**src/rtl/feeder_sequencer.sv**
```systemverilog
// Sequencer for the row/column feeders of an N x N output-stationary MAC array.
// Runs one tile per start: load, staggered per-lane shift/valid, drain, done pulse.
module feeder_sequencer #(
    parameter int N = 7,
    parameter int K = 7
) (
    input  logic         clk,
    input  logic         reset,
    input  logic         start,
    output logic         load,
    output logic         acc_clr,
    output logic [N-1:0] shift,
    output logic [N-1:0] lane_valid,
    output logic         mac_en,
    output logic         busy,
    output logic         done
);

    localparam int RUN_LEN = K + 2 * N - 2;
    localparam int CW      = (RUN_LEN > 1) ? $clog2(RUN_LEN) : 1;
    localparam logic [CW-1:0] CNT_LAST = CW'(RUN_LEN - 1);

    typedef enum logic [1:0] {
        ST_IDLE,
        ST_LOAD,
        ST_RUN,
        ST_DONE
    } state_t;

    state_t        state_q, state_d;
    logic [CW-1:0] cnt_q, cnt_d;
    logic          in_run;

    always_ff @(posedge clk or posedge reset) begin
        if (reset) begin
            state_q <= ST_IDLE;
            cnt_q   <= '0;
        end else begin
            state_q <= state_d;
            cnt_q   <= cnt_d;
        end
    end

    // cnt only advances in RUN and falls back to 0 everywhere else.
    always_comb begin
        state_d = state_q;
        cnt_d   = '0;
        case (state_q)
            ST_IDLE: begin
                if (start) state_d = ST_LOAD;
            end
            ST_LOAD: begin
                state_d = ST_RUN;
            end
            ST_RUN: begin
                if (cnt_q == CNT_LAST) state_d = ST_DONE;
                else                   cnt_d   = cnt_q + CW'(1);
            end
            ST_DONE: begin
                state_d = start ? ST_LOAD : ST_IDLE;
            end
            default: begin
                state_d = ST_IDLE;
            end
        endcase
    end

    assign in_run  = (state_q == ST_RUN);
    assign load    = (state_q == ST_LOAD);
    assign acc_clr = (state_q == ST_LOAD);
    assign mac_en  = in_run;
    assign busy    = (state_q != ST_IDLE);
    assign done    = (state_q == ST_DONE);

    // Lane gi is live for K cycles from cnt == gi; the extra offset bit makes
    // cnt < gi wrap to a large value so a single compare covers both bounds.
    for (genvar gi = 0; gi < N; gi++) begin : g_lane
        localparam logic [CW:0] LANE_START = (CW + 1)'(gi);
        localparam logic [CW:0] LANE_LEN   = (CW + 1)'(K);
        logic [CW:0] offset;

        assign offset         = {1'b0, cnt_q} - LANE_START;
        assign lane_valid[gi] = in_run && (offset < LANE_LEN);
        assign shift[gi]      = lane_valid[gi];
    end

endmodule

```
**config.mk**
```make
export PLATFORM = sky130hd
export DESIGN_NAME = feeder_sequencer
export DESIGN_NICKNAME = d
export VERILOG_FILES = /design/src/rtl/feeder_sequencer.sv
export SDC_FILE = /design/constraint.sdc
export NUM_CORES = 1
export LEC_CHECK = 0
export BUFFER_PORTS_ARGS = -buffer_cell sky130_fd_sc_hd__buf_2
export CAP_MARGIN = 20
export CORE_MARGIN = 1.5
export CORE_UTILIZATION = 47
export DETAILED_ROUTE_END_ITERATION = 12
export PLACE_DENSITY = 0.74
export SLEW_MARGIN = 15
export SYNTH_ARGS = -nofsm -noshare
export SYNTH_HDL_FRONTEND = slang
export SYNTH_SLANG_ARGS = --single-unit
```
**constraint.sdc**
```tcl
create_clock -name clk -period 2 [get_ports clk]
set_input_delay 0.4 -clock clk [delete_from_list [all_inputs] [get_ports clk]]
set_output_delay 0.4 -clock clk [all_outputs]
set_load 0.02 [all_outputs]
```
==> results.md, run 1 <==
* Place WS at -0.0306 ns
* CP startpoint: cnt_q[3]$_DFF_PP0_
* CTS Buffer Depth at 2
* Worst reg2reg path endpoint: state_q[1]$_DFFE_PP0P_
* HPWL after DPL at 1470 um
* CTS sink count at 7
* Peak VDD IR at 750 uV
* Synth Net Count at 128
* Cells after Synth at 106
* Worst slew pin tran at 0.340 ns
* Ys Warns at 0
* Fill cells at 145
* DRT Pass-1 Iters at 4
* Area delta synth->final at 39.6%
* RSZ-0062 raised after global routing: true
* Final hold vios at 0
* CP Depth at 6
* Clk_skew at 0.00276 ns
* Complex-gate fraction of the synthesized area at 11.8%
* Length in cells of the worst reg-to-reg path at 6
* Core area at 0.00176 mm2
* Port bufs at 21
* Top delay family on crit path: simple AND/OR/NAND/NOR gates
* Synth cell types at 31
* Worst setup path end: lane_valid[6]
* Crit-path max FO at 5
* Clock latency on the worst-skew pair at 0.24 ns
* Layout Nets at 153
* CTS tree: yes
* Vias in the first global route at 724
* Largest net degree at the start of global routing at 13
* Buf/Inv on CP at 2
* First-pass GRT wire length at 3270 um
* Num CTS Buffers at 3
* Failing checks: negative setup slack
* Via density at 5.10
* Synth Area in Adders at 26.4%
* I/O pin total at 22
* Hold Path Class: in2async
* Syn Area/Cell at 8.49 um2
* Root Driver: clkbuf_4
* Die area at 0.00219 mm2
* Initial cell density of the core at 51.0%
* Critical Path RT at 1.60 ns
* ANT cells at 0
* CP endpoint kind: output pin
* Crit-path cells: clkinvlp_4, ha_4, nand2_2, or4b_4, a31oi_4, buf_6
* Mux cell area share after synthesis at 1.25%
* Worst setup slack after layout at -0.220 ns
* Post-synth EDFFs at 0
* Overall via count from detail_route at 790
* Share of cells above drive strength 1 at 47.7%
* Hold Slack at 0.0740 ns
* FFs w/ async S/R, synth at 100%
* Final min period at 2.22 ns
* Most used DFF post-synth: dfrtp_1
* Die X-Extent at 46.8 um
* Setup crit start kind: flip-flop
* Sequential Area at 176 um2
* Row cnt at 15
* Setup TNS at -1.90 ns
* Final setup viols at 12
* Worst R2R Setup Slack at 0.22 ns
* Seq cells post-synth at 7
* Synthesized cell area at 900 um2
* Outcome: complete, but fails checks
* Clock-pin slew on the worst setup and hold paths at 0.05 ns
* CP max stage cell: or4b_4
* DP Area at 0.00108 mm2
* PwrDens at 923 mW/mm2
* Sequential fraction of the synthesis area at 19.5%
* RePlAce Congestion at 0.821
* Post-route cell area at 0.00126 mm2
* Die span in y at 46.8 um
* WL per Instance at 13.9 um
* Crit path kind: reg2out
* Initial DRC Count at 21
* Post-route ant nets at 0
* Max-slew violation count at 0
* Post-route DRC violation count at 0
* Max-Cap Viols at 0
* Footprint of the multi-input gates at 758 um2
* FF-to-FF Start: cnt_q[2]$_DFF_PP0_
* GRT Overall Usage at 20.8%
* GRT Residual Overflow at 0
* Initial antenna violation count at 0
* Post-Route WL at 2160 um
* Slew headroom at 77.2%
* Data arrival, critical path at 1.82 ns
* CTS H-tree depth at 1
* Lkg Pwr at 0.599 nW
* Synth Area in Simple Gates at 20.2%
* Post-Synth XOR/XNOR Area at 7.79%
* Max Fclk at 450 MHz
* Final period util at 111%
* Largest family of logic cells by synthesized area: adder cells
* Largest stage delay on the critical path at 0.50 ns
## synth_stat cells, types with 2 or more instances
library cell  instances  area share, %
a211oi_1              2            1.7
a21boi_0              3            2.5
a21oi_1               3            1.7
and3_1                2            1.4
buf_4                 9            7.5
dfrtp_1               7             19
ha_1                 19             26
inv_1                11            4.6
nand2_1              10            4.2
nor2_1                7            2.9
nor2b_1               3            2.1
nor3_1                2            1.1
o21ai_0               4            2.2
xnor2_1               5            4.9
xor2_1                3            2.9
## state kept, by name, indices dropped and copies added, names as in the netlist
register and flops:
cnt_q 5, state_q 2
## cell usage in the layout, fill, tap and decap left out, drive strengths merged
cell type / instances
nor3: 2
buf: 31
xnor2: 5
dfrtp: 7
a221oi: 1
and3: 2
nand2: 10
and3b: 1
inv: 10
nand3: 1
nor2b: 3
a21oi: 3
or3: 1
o21ai: 4
ha: 19
nand4: 1
mux2: 1
clkinvlp: 1
a31oi: 1
nor2: 7
and4: 1
a211oi: 2
or4b: 1
xor2: 3
a2bb2oi: 1
clkbuf: 4
nor4b: 2
o311a: 1
a21boi: 3
nor3b: 1
## metrics by stage
step	util [%]	power (mW)	std cells
after floorplan	-	0.777	106
after global placement	61.2	0.909	146
after detailed placement	61.2	0.929	146
after CTS	69.4	1.13	154
after global routing	71.2	1.25	155
final	71.2	1.16	155
## area by class of cell
class,count,share of cell area (%)
Inverter,11,3.78
Tap cell,25,2.49
Multi-Input combinational cell,77,60.4
Timing Repair Buffer,31,17.2
Sequential cell,7,14.0
Clock buffer,4,2.09
## logic make-up (layout without fill, tap and decap cells)
kind of cell             Yosys count  after routing
AO/OA/AOI/OAI                     16             16
multiplexers                       1              1
XOR/XNOR                           8              8
adder cells (fa/ha/maj)           19             19
flip-flops                         7              7
buffers and inverters             22             46
AND/OR/NAND/NOR                   33             33
## power by group
part	total (mW)	switching, mW	internal, mW
Combinational	0.803	0.479	0.324
Clock	0.119	0.0431	0.0755
Sequential	0.238	0.0558	0.182
## worst min path at each step
stage / cells after the start / slack (ns) / from / end
2_1_floorplan: 1 / 0.20 / reset / cnt_q[0]$_DFF_PP0_
3_3_place_gp: 2 / 0.33 / reset / state_q[1]$_DFFE_PP0P_
3_5_place_dp: 2 / 0.34 / reset / state_q[1]$_DFFE_PP0P_
5_1_grt: 2 / 0.09 / reset / state_q[1]$_DFFE_PP0P_
6_report: 2 / 0.07 / reset / cnt_q[4]$_DFF_PP0_
4_1_cts: 2 / 0.08 / reset / cnt_q[4]$_DFF_PP0_
## what timing repair did
item                                    4_1_cts  5_1_grt
pin swaps                                     2        2
endpoints found under the setup margin       12       12
hold buffers                                  0        0
setup buffers                                 4        1
resized for setup                            26       10
## per-layer routing
layer  wire, um  GRT usage [%]  vias to the layer above
li1           -              -                      397
met1        927           27.8                      370
met2       1120           34.7                       21
met3        104           2.31                        2
met4         12           7.78                        0
met5          0              0                        -
Power figures use the tool's default switching activity.
==> run 2: changes to the inputs <==
GPL_TIMING_DRIVEN = 0   (was not set)
==> results.md, run 2 (synthesized netlist as in run 1, its figures left out) <==
* Outcome: complete, but fails checks
* Failing checks: negative setup slack
* Die X-Extent at 46.8 um
* Crit path kind: reg2out
* Critical Path RT at 1.60 ns
* First-pass GRT wire length at 3530 um
* Total power at 1.17 mW
* Hold Slack at 0.0547 ns
* Peak VDD IR at 973 uV
* Largest net degree at the start of global routing at 13
* Setup crit start kind: flip-flop
* Max-Cap Viols at 0
* Row cnt at 15
* Crit-path max FO at 4
* DP Area at 0.00113 mm2
* Post-Route WL at 2210 um
* Die span in y at 46.8 um
* CTS H-tree depth at 1
* Commonest non-fill, non-tap cell in the layout: buf_4
* Layout Nets at 164
* Final period util at 119%
* I/O pin total at 22
* Layout Cells excl Fill at 166
* Root Driver: clkbuf_4
* Via density at 5.00
* Final hold vios at 0
* Clk_skew at 0.00815 ns
* Overall via count from detail_route at 830
* Hold Path Class: in2async
* Post-Place Cells at 152
* DRT Pass-1 Iters at 4
* Util after Layout at 78.2%
* Post-route DRC violation count at 0
* RePlAce Congestion at 0.802
* Initial antenna violation count at 0
* Met1 GRT Util at 31.1%
* Num CTS Buffers at 3
* CTS tree: yes
* Post-route cell area at 0.00138 mm2
* Place WS at -0.234 ns
* CTS Buffer Depth at 2
* Max-slew violation count at 0
* Slew headroom at 77.1%
* Clock-pin slew on the worst setup and hold paths at 0.05 ns
* Lkg Pwr at 0.672 nW
* Data arrival, critical path at 1.97 ns
* Commonest cells after routing, fill and taps aside: 18 x buf_4, 13 x buf_6, 13 x ha_1
* RSZ-0062 raised after global routing: true
* Share of cells above drive strength 1 at 51.8%
* Area delta synth->final at 53.3%
* Core area at 0.00176 mm2
* GR peak layer: met2
* Setup TNS at -3.43 ns
* Worst setup slack after layout at -0.371 ns
* Met3 global-route usage at 2.31%
* Vias in the first global route at 783
* Final min period at 2.37 ns
* ANT cells at 0
* Fill cells at 126
* Port bufs at 21
* Initial DRC Count at 19
* CTS sink count at 7
* HPWL after DPL at 1440 um
* Most flops, register: cnt_q
* Max Fclk at 422 MHz
* Largest registers: cnt_q x5, state_q x2
* Worst slew pin tran at 0.340 ns
* GRT met2 Usage at 40.0%
* GRT Overall Usage at 23.4%
* Die area at 0.00219 mm2
* Max reg flops at 5
* Hold Buf Count CTS at 0
* Post-route ant nets at 0
* WL per Instance at 13.3 um
* PwrDens at 851 mW/mm2
* GRT Residual Overflow at 0
* Final setup viols at 12
* CP endpoint kind: output pin
* Initial cell density of the core at 51.0%
* Clock latency on the worst-skew pair at 0.26 ns
## run 2: cell count changes in the layout (fill, tap and decap cells not counted), moves of 2 or more
cell     change
buf_6       +10
dfrtp_1      -2
dfrtp_2      +2
ha_1         +2
ha_2         -3
## run 2: what timing repair did
| action | in CTS | in global routing |
|---|---|---|
| gates cloned | 0 | 0 |
| setup buffers | 11 | 0 |
| gates resized for setup | 39 | 7 |
| setup endpoints to repair | 14 | 12 |
| pin swaps | 2 | 2 |
## run 2: critical path: stages (launching register included)
cell	delay, ns
dfrtp_1	0.39
buf_6	0.13
clkinvlp_4	0.12
ha_4	0.15
nand2_2	0.05
or4b_4	0.49
a31oi_4	0.17
buf_6	0.12
buf_6	0.10
## run 2: metal layers
metal  vias up  wire length, um
li1        418                -
met3         3               52
met4         0               25
met1       391              975
met5         -                0
met2        18             1160
## run 2: final timing paths
check / to / depth (start not counted) / slack [ns] / from
worst max-delay path: shift[6] / 8 / -0.37 / cnt_q[3]$_DFF_PP0_
worst min-delay path: cnt_q[3]$_DFF_PP0_ / 2 / 0.05 / reset
worst max register to register: state_q[1]$_DFFE_PP0P_ / 6 / 0.27 / cnt_q[3]$_DFF_PP0_
worst min register to register: cnt_q[0]$_DFF_PP0_ / 1 / 0.58 / cnt_q[0]$_DFF_PP0_
max in group asynchronous: cnt_q[2]$_DFF_PP0_ / 2 / 1.71 / reset
min in group clk: state_q[0]$_DFFE_PP0P_ / 3 / 0.54 / start
## run 2: cell type report
class / instances / area [um2] / share of cell area (%)
Timing Repair Buffer: 32 / 253 / 18.3
Tap cell: 25 / 31.3 / 2.27
Clock buffer: 4 / 26.3 / 1.91
Inverter: 11 / 50.0 / 3.63
Buffer: 10 / 83.8 / 6.08
Multi-Input combinational cell: 77 / 756 / 54.8
Sequential cell: 7 / 179 / 13.0
## run 2: power by group
| group | leakage [nW] | internal (mW) | switching [mW] |
|---|---|---|---|
| Clock | 0.0150 | 0.0762 | 0.0526 |
| Combinational | 0.570 | 0.329 | 0.458 |
| Sequential | 0.0872 | 0.185 | 0.0725 |
==> run 3: changes to the inputs <==
PLACE_DENSITY = 0.81   (was 0.74)
==> results.md, run 3 (synthesized netlist as in run 1, its figures left out) <==
* Most flops, register: cnt_q
* Row cnt at 15
* Commonest cells after routing, fill and taps aside: 23 x buf_4, 16 x buf_6, 11 x ha_1
* Sequential Area at 179 um2
* Hold Path Class: in2async
* Max Fclk at 401 MHz
* CTS sink count at 7
* Die area at 0.00219 mm2
* GRT Residual Overflow at 0
* Worst R2R Setup Slack at 0.08 ns
* Post-route ant nets at 0
* Clock Power Share at 10.3%
* Worst setup slack after layout at -0.495 ns
* Place WS at -0.292 ns
* Final period util at 125%
* Layout Nets at 171
* Largest stage delay on the critical path at 0.39 ns
* Lkg Pwr at 0.696 nW
* Outcome: complete, but fails checks
* Area delta synth->final at 62.0%
* CTS H-tree depth at 1
* PwrDens at 832 mW/mm2
* Post-Route WL at 2820 um
* Die X-Extent at 46.8 um
* Critical Path RT at 1.60 ns
* Die span in y at 46.8 um
* Share of cells above drive strength 1 at 56.1%
* Failing checks: negative setup slack
* CP max stage cell: or3_4
* Crit path kind: reg2out
* CP startpoint: cnt_q[3]$_DFF_PP0_
* Final setup viols at 12
* Initial antenna violation count at 0
* Most frequent CP cell: buf_6
* Initial DRC Count at 19
* Hold Slack at 0.0682 ns
* Peak VDD IR at 874 uV
* I/O pin total at 22
* HPWL after DPL at 1570 um
* Num CTS Buffers at 3
* Largest registers: cnt_q x5, state_q x2
* Largest net degree at the start of global routing at 13
* Data arrival, critical path at 2.09 ns
* Worst reg2reg path endpoint: state_q[1]$_DFFE_PP0P_
* Crit-path max FO at 5
* WL per Instance at 16.3 um
* Commonest non-fill, non-tap cell in the layout: buf_4
* FF-to-FF Start: cnt_q[3]$_DFF_PP0_
* Fill cells at 109
* Core area at 0.00176 mm2
* Length in cells of the worst reg-to-reg path at 8
* Internal Dissipation at 0.611 mW
* Footprint of the multi-input gates at 766 um2
* CTS Buffer Depth at 2
* Initial cell density of the core at 51.0%
* Clock-pin slew on the worst setup and hold paths at 0.05 ns
* Crit-path cells: buf_6, clkinvlp_4, buf_4, buf_4, or3_4, a31oi_4, buf_6, buf_6
* First-pass GRT wire length at 3240 um
* Final min period at 2.49 ns
* Port bufs at 21
* CP endpoint kind: output pin
* Max-slew violation count at 0
* Net Sw Frac at 49.7%
* Sequential power share at 20.2%
* Comb power frac at 69.4%
* Clk_skew at 0.00187 ns
* RePlAce Congestion at 0.798
* RSZ-0062 raised after global routing: true
* Worst setup path end: shift[6]
* Worst slew pin tran at 0.355 ns
* Root Driver: clkbuf_4
* Max reg flops at 5
* Overall via count from detail_route at 932
* Clock latency on the worst-skew pair at 0.25 ns
* Hold Buf Count CTS at 0
* GRT Overall Usage at 20.9%
* ANT cells at 0
* Max-Cap Viols at 0
* Setup crit start kind: flip-flop
* Vias in the first global route at 757
* Post-route DRC violation count at 0
* CTS tree: yes
* Via density at 5.39
* Final hold vios at 0
* Net Sw Power at 0.603 mW
* Slew headroom at 76.1%
* DRT Pass-1 Iters at 4
run 3: cell count changes in the layout (fill, tap and decap cells not counted), moves of 2 or more:
| cell | delta |
|---|---|
| ha_1 | -2 |
| buf_4 | +5 |
| ha_2 | +2 |
| buf_6 | +3 |
| a21boi_2 | +2 |
run 3: timing repair:
item	in CTS	in global routing
setup buffers	9	9
endpoints found under the hold margin	0	0
setup endpoints to repair	14	12
pin swaps	1	6
gates resized for setup	20	33
run 3: worst max-delay path, delay by kind of cell, from the launching register on:
family,cells,cell delay (ns)
AND/OR/NAND/NOR,1,0.39
AO/OA/AOI/OAI,1,0.25
flip-flops,1,0.37
buffers and inverters,6,0.84
run 3: metal layers:
layer | up-vias | wire [um] | track usage, %
met5 | - | 0 | 0
met4 | 0 | 124 | 6.67
met3 | 12 | 117 | 1.15
met2 | 37 | 1540 | 42.5
met1 | 449 | 1040 | 22.7
li1 | 434 | - | -
run 3: through the flow:
| stage | cell area [um2] | util [%] | setup TNS (ns) | power [mW] | instances |
|---|---|---|---|---|---|
| 3_3_place_gp | 1130 | 64.1 | -1.42 | 0.905 | 152 |
| 3_5_place_dp | 1130 | 64.1 | -1.98 | 0.942 | 152 |
| 6_report | 1460 | 82.6 | -4.35 | 1.21 | 173 |
| 4_1_cts | 1260 | 71.6 | -2.91 | 1.10 | 164 |
| 5_1_grt | 1460 | 82.6 | -5.30 | 1.30 | 173 |
| 2_1_floorplan | 995 | - | -0.581 | 0.777 | 106 |
run 3: worst min-delay path by stage:
stage,endpoint,from,slack [ns],depth (start not counted)
detailed placement,state_q[0]$_DFFE_PP0P_,reset,0.33,2
floorplan,cnt_q[0]$_DFF_PP0_,reset,0.20,1
finish,state_q[0]$_DFFE_PP0P_,reset,0.07,2
global placement,state_q[0]$_DFFE_PP0P_,reset,0.33,2
global route,cnt_q[4]$_DFF_PP0_,reset,0.09,2
CTS,state_q[0]$_DFFE_PP0P_,reset,0.07,2
run 3: final cells by class:
| type | instances | share of cell area (%) |
|---|---|---|
| Inverter | 11 | 3.61 |
| Sequential cell | 7 | 12.3 |
| Tap cell | 25 | 2.15 |
| Timing Repair Buffer | 39 | 21.6 |
| Clock buffer | 4 | 1.80 |
| Multi-Input combinational cell | 77 | 52.5 |
| Buffer | 10 | 6.01 |
run 3: power groups by stage:
stage | clock network [mW] | logic [mW] | registers (mW)
after global routing | 0.140 | 0.912 | 0.249
after global placement | 0 | 0.654 | 0.251
after floorplan | 0 | 0.543 | 0.234
after CTS | 0.129 | 0.715 | 0.257
after detailed placement | 0 | 0.688 | 0.254
final | 0.125 | 0.843 | 0.245
